`config.mk`:
```
export PLATFORM = sky130hd
export DESIGN_NAME = sm_mult_seq
export DESIGN_NICKNAME = d
export VERILOG_FILES = /design/src/rtl/sm_mult_seq.sv
export SDC_FILE = /design/constraint.sdc
export NUM_CORES = 1
export LEC_CHECK = 0
export CAP_MARGIN = 20
export CELL_PAD_IN_SITES_DETAIL_PLACEMENT = 1
export CELL_PAD_IN_SITES_GLOBAL_PLACEMENT = 1
export CORE_ASPECT_RATIO = 0.8
export CORE_MARGIN = 3
export CORE_UTILIZATION = 25
export DETAILED_ROUTE_END_ITERATION = 8
export PLACE_DENSITY_LB_ADDON = 0.1
export SETUP_SLACK_MARGIN = 0.02
export SYNTH_ARGS = -nofsm -noshare
export SYNTH_HDL_FRONTEND = slang
export SYNTH_SLANG_ARGS = --single-unit
```
`constraint.sdc`:
```
create_clock -name clk -period 3.3 [get_ports clk]
set_input_delay 0.66 -clock clk [delete_from_list [all_inputs] [get_ports clk]]
set_output_delay 0.66 -clock clk [all_outputs]
set_load 0.05 [all_outputs]
```
`src/rtl/sm_mult_seq.sv`:
```
// sm_mult_seq: iterative sign-magnitude shift-add multiplier, saturating; SM_MULT_SEQ_ROUND_EN enables round-half-up of the magnitude
module sm_mult_seq #(
  parameter int WIDTH = 16,
  parameter int FRAC  = 8
) (
  input  logic             clk,
  input  logic             rst,
  input  logic             in_valid,
  output logic             in_ready,
  input  logic [WIDTH-1:0] a,
  input  logic [WIDTH-1:0] b,
  output logic             out_valid,
  input  logic             out_ready,
  output logic [WIDTH-1:0] result,
  output logic             overflow
);
  localparam int M  = WIDTH - 1;
  localparam int AW = 2 * M;
  localparam int CW = $clog2(WIDTH);
  localparam logic [CW-1:0] LAST = CW'(M - 1);
  localparam logic [AW:0] MAXMAG = {{(AW + 1 - M){1'b0}}, {M{1'b1}}};
`ifdef SM_MULT_SEQ_ROUND_EN
  localparam logic [AW:0] RND = (FRAC > 0) ? ((AW + 1)'(1) << ((FRAC > 0) ? FRAC - 1 : 0)) : '0;
`else
  localparam logic [AW:0] RND = '0;
`endif
  typedef enum logic [1:0] {IDLE, CALC, NORM, DONE} state_t;
  state_t        r_state, w_next;
  logic [AW-1:0] r_mcand, r_acc;
  logic [M-1:0]  r_mult;
  logic [CW-1:0] r_cnt;
  logic          r_sign;
  logic [AW:0]   w_shift;
  logic          w_ovf;
  logic [M-1:0]  w_mag;
  assign in_ready  = r_state == IDLE;
  assign out_valid = r_state == DONE;
  always_comb begin
    w_next = r_state;
    case (r_state)
      IDLE: w_next = in_valid ? CALC : IDLE;
      CALC: w_next = (r_cnt == LAST) ? NORM : CALC;
      NORM: w_next = DONE;
      DONE: w_next = out_ready ? IDLE : DONE;
      default: w_next = IDLE;
    endcase
  end
  always_comb begin
    w_shift = ({1'b0, r_acc} + RND) >> FRAC;
    w_ovf   = w_shift > MAXMAG;
    w_mag   = w_ovf ? '1 : w_shift[M-1:0];
  end
  always_ff @(posedge clk) r_state <= rst ? IDLE : w_next;
  always_ff @(posedge clk) begin
    if (rst) begin
      r_mcand  <= '0;
      r_mult   <= '0;
      r_sign   <= 1'b0;
      r_acc    <= '0;
      r_cnt    <= '0;
      result   <= '0;
      overflow <= 1'b0;
    end else begin
      case (r_state)
        IDLE: if (in_valid) begin
          r_mcand <= AW'(a[M-1:0]);
          r_mult  <= b[M-1:0];
          r_sign  <= a[M] ^ b[M];
          r_acc   <= '0;
          r_cnt   <= '0;
        end
        CALC: begin
          if (r_mult[0]) r_acc <= r_acc + r_mcand;
          r_mcand <= r_mcand << 1;
          r_mult  <= r_mult >> 1;
          r_cnt   <= r_cnt + CW'(1);
        end
        NORM: begin
          result   <= {r_sign & (|w_mag), w_mag};
          overflow <= w_ovf;
        end
        default: ;
      endcase
    end
  end
endmodule

```
==> results of run 1 <==
## per-stage QoR
step / std cells / utilization / area, sq um / power (mW) / hold WS, ps
after floorplan: 682 / - / 5290 / 1.47 / 442
after global placement: 973 / 0.300 / 6090 / 1.59 / 454
after detailed placement: 973 / 0.300 / 6090 / 1.60 / 469
after CTS: 988 / 0.315 / 6410 / 2.77 / 479
after global routing: 988 / 0.315 / 6410 / 2.84 / 507
final: 988 / 0.315 / 6410 / 2.72 / 473
## worst paths after layout
path / endpoint / cells past startpoint / slack (ps)
worst min-delay path: result[15] / 2 / 470
worst min register to register: result[15] / 2 / 470
worst max-delay path: r_acc[24] / 11 / 550
worst max register to register: r_acc[24] / 11 / 550
## per-layer routing
metal / routed length (um) / up-vias / global-route usage
met5: 0 / - / 0
met4: 189 / 0 / 0.0368
met3: 553 / 12 / 0.0265
met2: 6810 / 59 / 0.221
met1: 9130 / 2344 / 0.225
li1: - / 2499 / -
## layout by cell type, fill, tap and decap left out, types with 10 or more instances in the layout
| cell type | n |
|---|---|
| xnor2_1 | 11 |
| inv_1 | 10 |
| nor3_1 | 23 |
| buf_4 | 14 |
| nand2_1 | 55 |
| nand4_1 | 11 |
| nor2_1 | 150 |
| clkdlybuf4s50_1 | 53 |
| a21o_1 | 19 |
| o21ai_0 | 23 |
| dfxtp_1 | 99 |
| nand3_1 | 26 |
| nor4_1 | 30 |
| ha_1 | 31 |
| a21oi_1 | 43 |
## power breakdown
part,internal (mW),switching (mW)
combinational,0.120,0.178
sequential,1.24,0.0317
clock,0.662,0.492
total,2.02,0.701
## cells by family after synthesis
group	after synthesis	synth area share
flip-flops	99	0.375
adder cells (fa/ha/maj)	32	0.0771
AND/OR/NAND/NOR	330	0.288
multiplexers	1	0.00213
buffers and inverters	51	0.0388
AO/OA/AOI/OAI	154	0.195
XOR/XNOR	15	0.0248
## worst max-delay path, delay by kind of cell (launching register included)
family          cells  cell delay (ps)
buf+inv             1               50
compound gates      6             1350
flops               1              360
simple gates        2              320
fa+ha+maj           2              570
## area by class of cell
| class | count | area, sq um | share of cell area |
|---|---|---|---|
| Multi-Input combinational cell | 532 | 3100 | 0.484 |
| Sequential cell | 99 | 1980 | 0.309 |
| Timing Repair Buffer | 68 | 641 | 0.100 |
| Tap cell | 264 | 330 | 0.0515 |
| Clock buffer | 9 | 225 | 0.0351 |
| Clock inverter | 6 | 88.8 | 0.0139 |
| Inverter | 10 | 37.5 | 0.00586 |
## flip-flops by register name, indices dropped and copies added (netlist names)
signal	count
r_acc	30
r_mcand	30
result	16
r_mult	15
r_cnt	4
r_state	2
overflow	1
r_sign	1
==> metrics.txt, run 1 <==
status=completed; max cap viols=0; f_max=364 MHz; count leader, synth=nor2_1; GRT Util Overall=0.150; Seq/Total Area, Yosys=0.375; starting DRC count in detailed routing=243; Site Rows=46; synth unique cells=58; final worst-path cycle share=0.834; GP Congestion=0.823; Layout Nets=788; Worst Skew=6.98 ps; final worst slack=549 ps; static leakage=2.58 nW; Vias=4914; top cell type by total area after synthesis=dfxtp_1; final setup TNS=0 ps; ANT cells=0; startpoint types=flip-flop; CTS tree=done; worst-skew pair later-pin latency=350 ps; crit path launch=r_mcand[0]; Die Ht=136 um; CP Cell Sequence=ha_1 -> inv_1 -> fa_1 -> nor2b_1 -> o211ai_2 -> a21o_1 -> nand3_2 -> o21ai_2 -> a211oi_1 -> o31ai_1 -> a32o_1; detailed-route wire length per cell=16.9 um; I/O pin count=55; Synth Cell Area=5290 sq um; first-pass GRT wire length=27.4 mm; Final min period=2750 ps; ANT nets after route=0; Post-Syn Nets=750; hold_buf cts=0; hold_sp=result[15]; Fill cells=2437; Post-synth ARST share=0; worst relative slew slack=0.566; CP Class=flip-flop to flip-flop; Worst EP arrival=3000 ps; P&R area growth vs syn=21.1%; vias in the first global route=5007; DRC Markers=0; H-tree depth=3; core region area=20300 sq um; Post-Route WL=16.7 mm; slew of the pin with the lowest slew margin=651 ps; Root Buffer=clkbuf_16; CP endpoint kind=flip-flop; r2r startpoint=r_mcand[0]; Detailed Routing Iterations Pass 1=4; CP Data Required Time=3550 ps; worst-path cell with the longest stage delay=a211oi_1; top cell type's share of synthesized area=0.375; Post-CTS Setup Inserts=0; CTS Buf Count=9; Worst IR Drop VDD=0.000223 V; Starting Density=0.260; vias per cell=4.97; detailed placement HPWL=12.6 mm; Crit path largest cell delay=500 ps; EDFF count, synth=0; worst slack at placement=565 ps; max-slew violations=0; Syn Area/Cell=7.76 sq um; layout cells sized above 1=0.0594; #FFs+latches synth=99; Syn Inst Count=682; Tightest Hold Check Type=flip-flop to flip-flop; RSZ-0062 raised after global routing=no; Pwr Density=424 nW/um^2; post-cts resize count=0; prevailing post-synth register cell=dfxtp_1; crit-path max FO=4; initial antenna violation count=0; Synth area leaders=dfxtp_1 (37%), nor2_1 (11%), ha_1 (7.3%), a21oi_1 (4.1%), nand2_1 (3.9%); die width=169 um; Die Area=23000 sq um; Clock Sinks=99; final hold viol count=0; Synth Warn #=0; largest buffer count on any clock path=2; Clock Pin Slew Worst Setup and Hold Paths=70 ps; total gr overflow=0; Buffers on Ports=54; pin count of the biggest net entering global routing=46; Setup Viol. Count Final=0; Post-synth top cells=nor2_1 (150), dfxtp_1 (99), nand2_1 (55), a21oi_1 (43), ha_1 (31)
Power figures use the tool's default switching activity.
==> inputs of run 2 (changes only) <==
==> constraint.sdc (replaced) <==
create_clock -name clk -period 2.21 [get_ports clk]
set_input_delay 0.442 -clock clk [delete_from_list [all_inputs] [get_ports clk]]
set_output_delay 0.442 -clock clk [all_outputs]
set_load 0.05 [all_outputs]
==> run 2 against run 1 <==
The flow now finishes with violations (setup timing). Clock skew decreased by 2.6 ps. Critical path depth decreased by 2. Hold slack improved by 3.3 ps. Sequential power is 50% higher. Clock power is 37% higher. Total power is 49% higher. Sequential share of layout area shrank 4.9 points. Register-to-register slack got worse by 800 ps. Global-route usage grew 1.2 points. Design area increased by 20%. Critical endpoint is now r_acc[29]. Largest power group unchanged.
==> metrics.txt, run 2 (synthesized netlist as in run 1, its figures left out) <==
Tightest Hold Check Type=flip-flop to flip-flop (unchanged); startpoint types=flip-flop (unchanged); pin count of the biggest net entering global routing=55 (was 46); Clock Pin Slew Worst Setup and Hold Paths=70 ps (about the same); hold_buf cts=0 (unchanged); CP endpoint kind=flip-flop (unchanged); Starting Density=0.260 (unchanged); part of the power in registers=0.468 (was 0.466); Vias=5449 (was 4914); Fin Hold WS=476 ps (was 473 ps); initial antenna violation count=0 (unchanged); detailed placement HPWL=13.7 mm (was 12.6 mm); Setup Viol. Count Final=13 (was 0); CTS tree=done (unchanged); final worst slack=-250 ps (was 549 ps); hold depth=2 (unchanged); detailed-route wire length per cell=16.5 um (was 16.9 um); I/O pin count=55 (unchanged); R2R cell count=9 (was 11); Final min period=2460 ps (was 2750 ps); CTS Buf Count=9 (unchanged); GRT Util Overall=0.162 (was 0.150); placed cell areas=7060 sq um (was 6090 sq um); Finished Cell Area=7710 sq um (was 6410 sq um); P&R area growth vs syn=45.6% (was 21.1%); static leakage=3.21 nW (was 2.58 nW); NetSw=1.10 mW (was 0.701 mW); Root Buffer=clkbuf_16 (unchanged); most frequent cells in the layout=nor2_1 (148), buf_4 (137), dfxtp_1 (83) (was nor2_1 (150), dfxtp_1 (99), nand2_1 (55)); worst relative slew slack=0.424 (was 0.566); Site Rows=46 (unchanged); total gr overflow=0 (unchanged); Post-Route WL=18.4 mm (was 16.7 mm); Layout Nets=912 (was 788); slew of the pin with the lowest slew margin=861 ps (was 651 ps); GP Congestion=0.858 (was 0.823); final hold viol count=0 (unchanged); crit-path max FO=4 (unchanged); R2R setup slack=-250 ps (was 550 ps); part of the power in combinational logic=0.141 (was 0.109); failing checks=setup timing; CP Cell Sequence=ha_4 -> a21oi_2 -> nand4b_1 -> a21o_1 -> a211oi_2 -> nor3_2 -> or3_1 -> a21oi_2 -> mux2_4 (was ha_1 -> inv_1 -> fa_1 -> nor2b_1 -> o211ai_2 -> a21o_1 -> nand3_2 -> o21ai_2 -> a211oi_1 -> o31ai_1 -> a32o_1); final setup TNS=-1700 ps (was 0 ps); Pwr Density=525 nW/um^2 (was 424 nW/um^2); layout cells sized above 1=0.270 (was 0.0594); H-tree depth=3 (unchanged); Buffers on Ports=54 (unchanged); Die Ht=136 um (unchanged); core region area=20300 sq um (unchanged); commonest non-fill, non-tap cell in the layout=nor2_1 (unchanged); WP buf/inv=0 (was 1); worst slack at placement=-316 ps (was 565 ps); vias per cell=4.90 (was 4.97); Crit path largest cell delay=360 ps (was 500 ps); f_max=407 MHz (was 364 MHz); max cap viols=0 (unchanged); CP delay by family, top=compound AO/OA/AOI/OAI gates (unchanged); CP Data Required Time=2460 ps (was 3550 ps); Worst Skew=4.35 ps (was 6.98 ps); Worst IR Drop VDD=0.000285 V (was 0.000223 V); worst-path cell with the longest stage delay=or3_1 (was a211oi_1); Clock power frac=0.391 (was 0.425); die width=169 um (unchanged); most frequent cell on the critical path=a21oi_2; vias in the first global route=5759 (was 5007); r2r startpoint=r_mcand[1] (was r_mcand[0]); CP Class=flip-flop to flip-flop (unchanged); worst-skew pair later-pin latency=360 ps (was 350 ps); DRC Markers=0 (unchanged); sw frac=0.271 (was 0.258); Worst EP arrival=2710 ps (was 3000 ps); hold_sp=r_mult[14] (was result[15]); starting DRC count in detailed routing=239 (was 243); Critical R2R Capture=r_acc[29] (was r_acc[24]); Die Area=23000 sq um (unchanged); first-pass GRT wire length=29.7 mm (was 27.4 mm); final worst-path cycle share=1.11 (was 0.834); Detailed Routing Iterations Pass 1=5 (was 4); Hold Crit Endpoint=r_mult[14] (was result[15]); Clock Sinks=99 (unchanged); Non-Filler Instances=1113 (was 988); largest buffer count on any clock path=2 (unchanged); biggest regs=r_acc (30), r_mcand (30), result (16) (unchanged); max-slew violations=0 (unchanged); ANT nets after route=0 (unchanged); RSZ-0062 raised after global routing=yes (was no); DP Cell Count=1086 (was 973); Crit path depth=9 (was 11); status=complete, but fails checks (was completed); ANT cells=0 (unchanged); P_int=2.95 mW (was 2.02 mW)
run 2: changes by cell type in the layout (fill, tap and decap cells not counted), moves of 4 or more:
cell	delta
a21oi_2	+7
dfxtp_1	-16
a211oi_1	-4
o21ai_0	-5
ha_4	+15
a21oi_1	-7
dfxtp_2	+16
ha_1	-17
buf_4	+123
run 2: worst max path at each step:
stage	start	endpoint	slack, ps
floorplan	r_acc[21]	r_acc[29]	-100
global placement	r_mcand[7]	r_acc[29]	-280
detailed placement	r_acc[7]	r_acc[29]	-320
CTS	r_acc[0]	r_acc[26]	-230
global route	r_mcand[1]	r_acc[15]	-360
finish	r_mcand[1]	r_acc[29]	-250
run 2: power by group through the flow:
stage	Clock [mW]	Sequential, mW	Combinational [mW]
floorplan	0	1.92	0.285
global placement	0	1.93	0.543
detailed placement	0	1.93	0.551
CTS	1.65	1.89	0.570
global route	1.71	1.90	0.632
finish	1.58	1.90	0.570
run 2: stage by stage:
| stage | power, mW | util |
|---|---|---|
| after floorplan | 2.20 | - |
| after global placement | 2.47 | 0.348 |
| after detailed placement | 2.48 | 0.348 |
| after CTS | 4.11 | 0.374 |
| after global routing | 4.25 | 0.379 |
| final | 4.05 | 0.379 |
run 2: layout make-up:
class | count | area (sq um)
Clock buffer | 12 | 256
Tap cell | 264 | 330
Clock inverter | 4 | 33.8
Timing Repair Buffer | 192 | 1600
Sequential cell | 99 | 2000
Inverter | 10 | 37.5
Fill cell | 2400 | 12600
Multi-Input combinational cell | 532 | 3450
run 2: tightest hold or removal path, stage by stage, from the launching register on:
cell	delay [ps]
dfxtp_1	310
nand3_1	60
a21oi_1	60
run 2: per-layer routing:
metal,GRT usage,up-vias,wire length (um)
met2,0.269,62,8310
met5,0,-,0
li1,-,2749,-
met1,0.221,2624,9400
met3,0.0244,14,458
met4,0.0404,0,215
run 2: what timing repair did:
item | CTS | global route
cloned | 0 | 0
pin swaps | 15 | 11
gates resized for setup | 38 | 19
setup endpoints to repair | 18 | 20
endpoints found under the hold margin | 0 | 0
setup buffers | 7 | 4
==> inputs of run 3 (changes only) <==
--- a/config.mk
+++ b/config.mk
@@ -5,14 +5,13 @@
 export SDC_FILE = /design/constraint.sdc
 export NUM_CORES = 1
 export LEC_CHECK = 0
-export CAP_MARGIN = 20
 export CELL_PAD_IN_SITES_DETAIL_PLACEMENT = 1
 export CELL_PAD_IN_SITES_GLOBAL_PLACEMENT = 1
 export CORE_ASPECT_RATIO = 0.8
 export CORE_MARGIN = 3
 export CORE_UTILIZATION = 25
 export DETAILED_ROUTE_END_ITERATION = 8
-export PLACE_DENSITY_LB_ADDON = 0.1
+export PLACE_DENSITY_LB_ADDON = 0.25
 export SETUP_SLACK_MARGIN = 0.02
 export SYNTH_ARGS = -nofsm -noshare
 export SYNTH_HDL_FRONTEND = slang
==> run 3 against run 2 <==
The flow still finishes with violations (setup timing). Sequential share of layout area fell by 0.65 points. Non-clock buffer count fell by 1. Total power rose by 2.6%. Clock power rose by 4%. Largest power group unchanged.
==> metrics.txt, run 3 (synthesized netlist as in run 1, its figures left out) <==
status=complete, but fails checks (unchanged); failing checks=setup timing (unchanged); Worst Skew=7.65 ps (was 4.35 ps); total gr overflow=0 (unchanged); most frequent cells in the layout=nor2_1 (147), buf_4 (127), dfxtp_1 (79) (was nor2_1 (148), buf_4 (137), dfxtp_1 (83)); CTS tree=done (unchanged); static leakage=3.24 nW (was 3.21 nW); GRT Util Overall=0.164 (was 0.162); CP Class=flip-flop to flip-flop (unchanged); pin count of the biggest net entering global routing=72 (was 55); Non-Filler Instances=1112 (was 1113); initial antenna violation count=0 (unchanged); RSZ-0062 raised after global routing=yes (unchanged); part of the power in registers=0.457 (was 0.468); P&R area growth vs syn=49.9% (was 45.6%); CP endpoint kind=flip-flop (unchanged); Fill cells=2392 (was 2400); final hold viol count=0 (unchanged); first-pass GRT wire length=30.2 mm (was 29.7 mm); part of the power in combinational logic=0.145 (was 0.141); Die Area=23000 sq um (unchanged); final worst-path cycle share=1.11 (about the same); worst relative slew slack=0.540 (was 0.424); worst-skew pair later-pin latency=360 ps (about the same); R2R setup slack=-240 ps (was -250 ps); CTS Buf Count=9 (unchanged); area of the multi-input gates=3620 sq um (was 3450 sq um); detailed placement HPWL=13.3 mm (was 13.7 mm); biggest regs=r_acc (30), r_mcand (30), result (16) (unchanged); GP Congestion=0.840 (was 0.858); crit-path max FO=3 (was 4); Register Area=2010 sq um (was 2000 sq um); DP Cell Count=1078 (was 1086); Worst EP arrival=2700 ps (was 2710 ps); Clock power frac=0.398 (was 0.391); Root Buffer=clkbuf_16 (unchanged); layout cells sized above 1=0.305 (was 0.270); Fin Hold WS=471 ps (was 476 ps); crit path launch=r_mcand[1] (unchanged); r2r startpoint=r_mcand[1] (unchanged); final worst slack=-240 ps (was -250 ps); Clock Sinks=99 (unchanged); I/O pin count=55 (unchanged); detailed-route wire length per cell=17.0 um (was 16.5 um); core region area=20300 sq um (unchanged); Clock Pin Slew Worst Setup and Hold Paths=70 ps (about the same); max cap viols=0 (unchanged); commonest non-fill, non-tap cell in the layout=nor2_1 (unchanged); Final min period=2450 ps (was 2460 ps); f_max=408 MHz (was 407 MHz); Critical R2R Capture=r_acc[26] (was r_acc[29]); Pwr Density=523 nW/um^2 (was 525 nW/um^2); ANT cells=0 (unchanged); Worst IR Drop VDD=0.000353 V (was 0.000285 V); DRC Markers=0 (unchanged); Setup Viol. Count Final=13 (unchanged); vias per cell=4.94 (was 4.90); crit path capture=r_acc[26] (was r_acc[29]); H-tree depth=3 (unchanged); slew of the pin with the lowest slew margin=690 ps (was 861 ps); Vias=5498 (was 5449); Design Power=4.15 mW (was 4.05 mW); starting DRC count in detailed routing=198 (was 239); Die Ht=136 um (unchanged); Site Rows=46 (unchanged); largest buffer count on any clock path=2 (unchanged); Post-Route WL=18.9 mm (was 18.4 mm); startpoint types=flip-flop (unchanged); max-slew violations=0 (unchanged); Layout Nets=911 (was 912); Tightest Hold Check Type=flip-flop to flip-flop (unchanged); vias in the first global route=5786 (was 5759); CP Data Required Time=2460 ps (about the same); ANT nets after route=0 (unchanged); Starting Density=0.260 (unchanged); Buffers on Ports=54 (unchanged); P_int=3.05 mW (was 2.95 mW); die width=169 um (unchanged); R2R cell count=11 (was 9); sw frac=0.266 (was 0.271); Detailed Routing Iterations Pass 1=4 (was 5); NetSw=1.11 mW (was 1.10 mW); final setup TNS=-2010 ps (was -1700 ps)
-- run 3: worst min path at each step --
stage	start	to	slack, ps	cells past startpoint
2_1_floorplan	r_mcand[20]	r_mcand[21]	440	2
3_3_place_gp	result[15]	result[15]	460	2
3_5_place_dp	r_mult[14]	r_mult[14]	460	2
5_1_grt	r_mult[14]	r_mult[14]	500	2
4_1_cts	r_mult[14]	r_mult[14]	470	2
6_report	r_mult[14]	r_mult[14]	470	2
-- run 3: cell type report --
class / count / area share
clock inverters: 5 / 0.00773
well taps: 264 / 0.0416
repair buffers: 191 / 0.205
flip-flops and latches: 99 / 0.253
clock buffers: 11 / 0.0306
inverters: 10 / 0.00520
multi-input cells: 532 / 0.456
-- run 3: worst max-delay path, cell delays in order, from the launching register on --
cell and delay, ps:
dfxtp_2 340, buf_4 130, inv_2 70, fa_2 250, nor2b_4 60, o211ai_2 190, a21o_1 190, nand3_4 110
o21ai_4 190, a21oi_4 80, or4_4 500, a32o_1 230
-- run 3: metal layers --
metal / track usage / wire (um) / share of wire
met5: 0 / 0 / 0
met1: 0.218 / 8910 / 0.47
met2: 0.275 / 8960 / 0.48
met3: 0.0358 / 744 / 0.039
met4: 0.0373 / 244 / 0.013
-- run 3: timing repair --
action / in CTS / in global routing
resized for setup: 39 / 69
setup buffers: 10 / 11
hold buffers: 0 / 0
setup endpoints to repair: 17 / 22
pin swaps: 20 / 47
endpoints found under the hold margin: 0 / 0
-- run 3: power by group through the flow --
stage          clock, mW  combinational (mW)  sequential [mW]
2_1_floorplan          0               0.285             1.92
3_3_place_gp           0               0.535             1.93
4_1_cts             1.72               0.574             1.89
5_1_grt             1.77               0.669             1.90
3_5_place_dp           0               0.551             1.93
6_report            1.65               0.603             1.90
-- run 3: stage by stage --
step / setup slack [ps] / cell area, sq um / util
after global placement: -307 / 7010 / 0.345
final: -240 / 7930 / 0.391
after CTS: -234 / 7590 / 0.374
after global routing: -349 / 7930 / 0.391
after detailed placement: -384 / 7010 / 0.345
after floorplan: -99.0 / 5410 / -
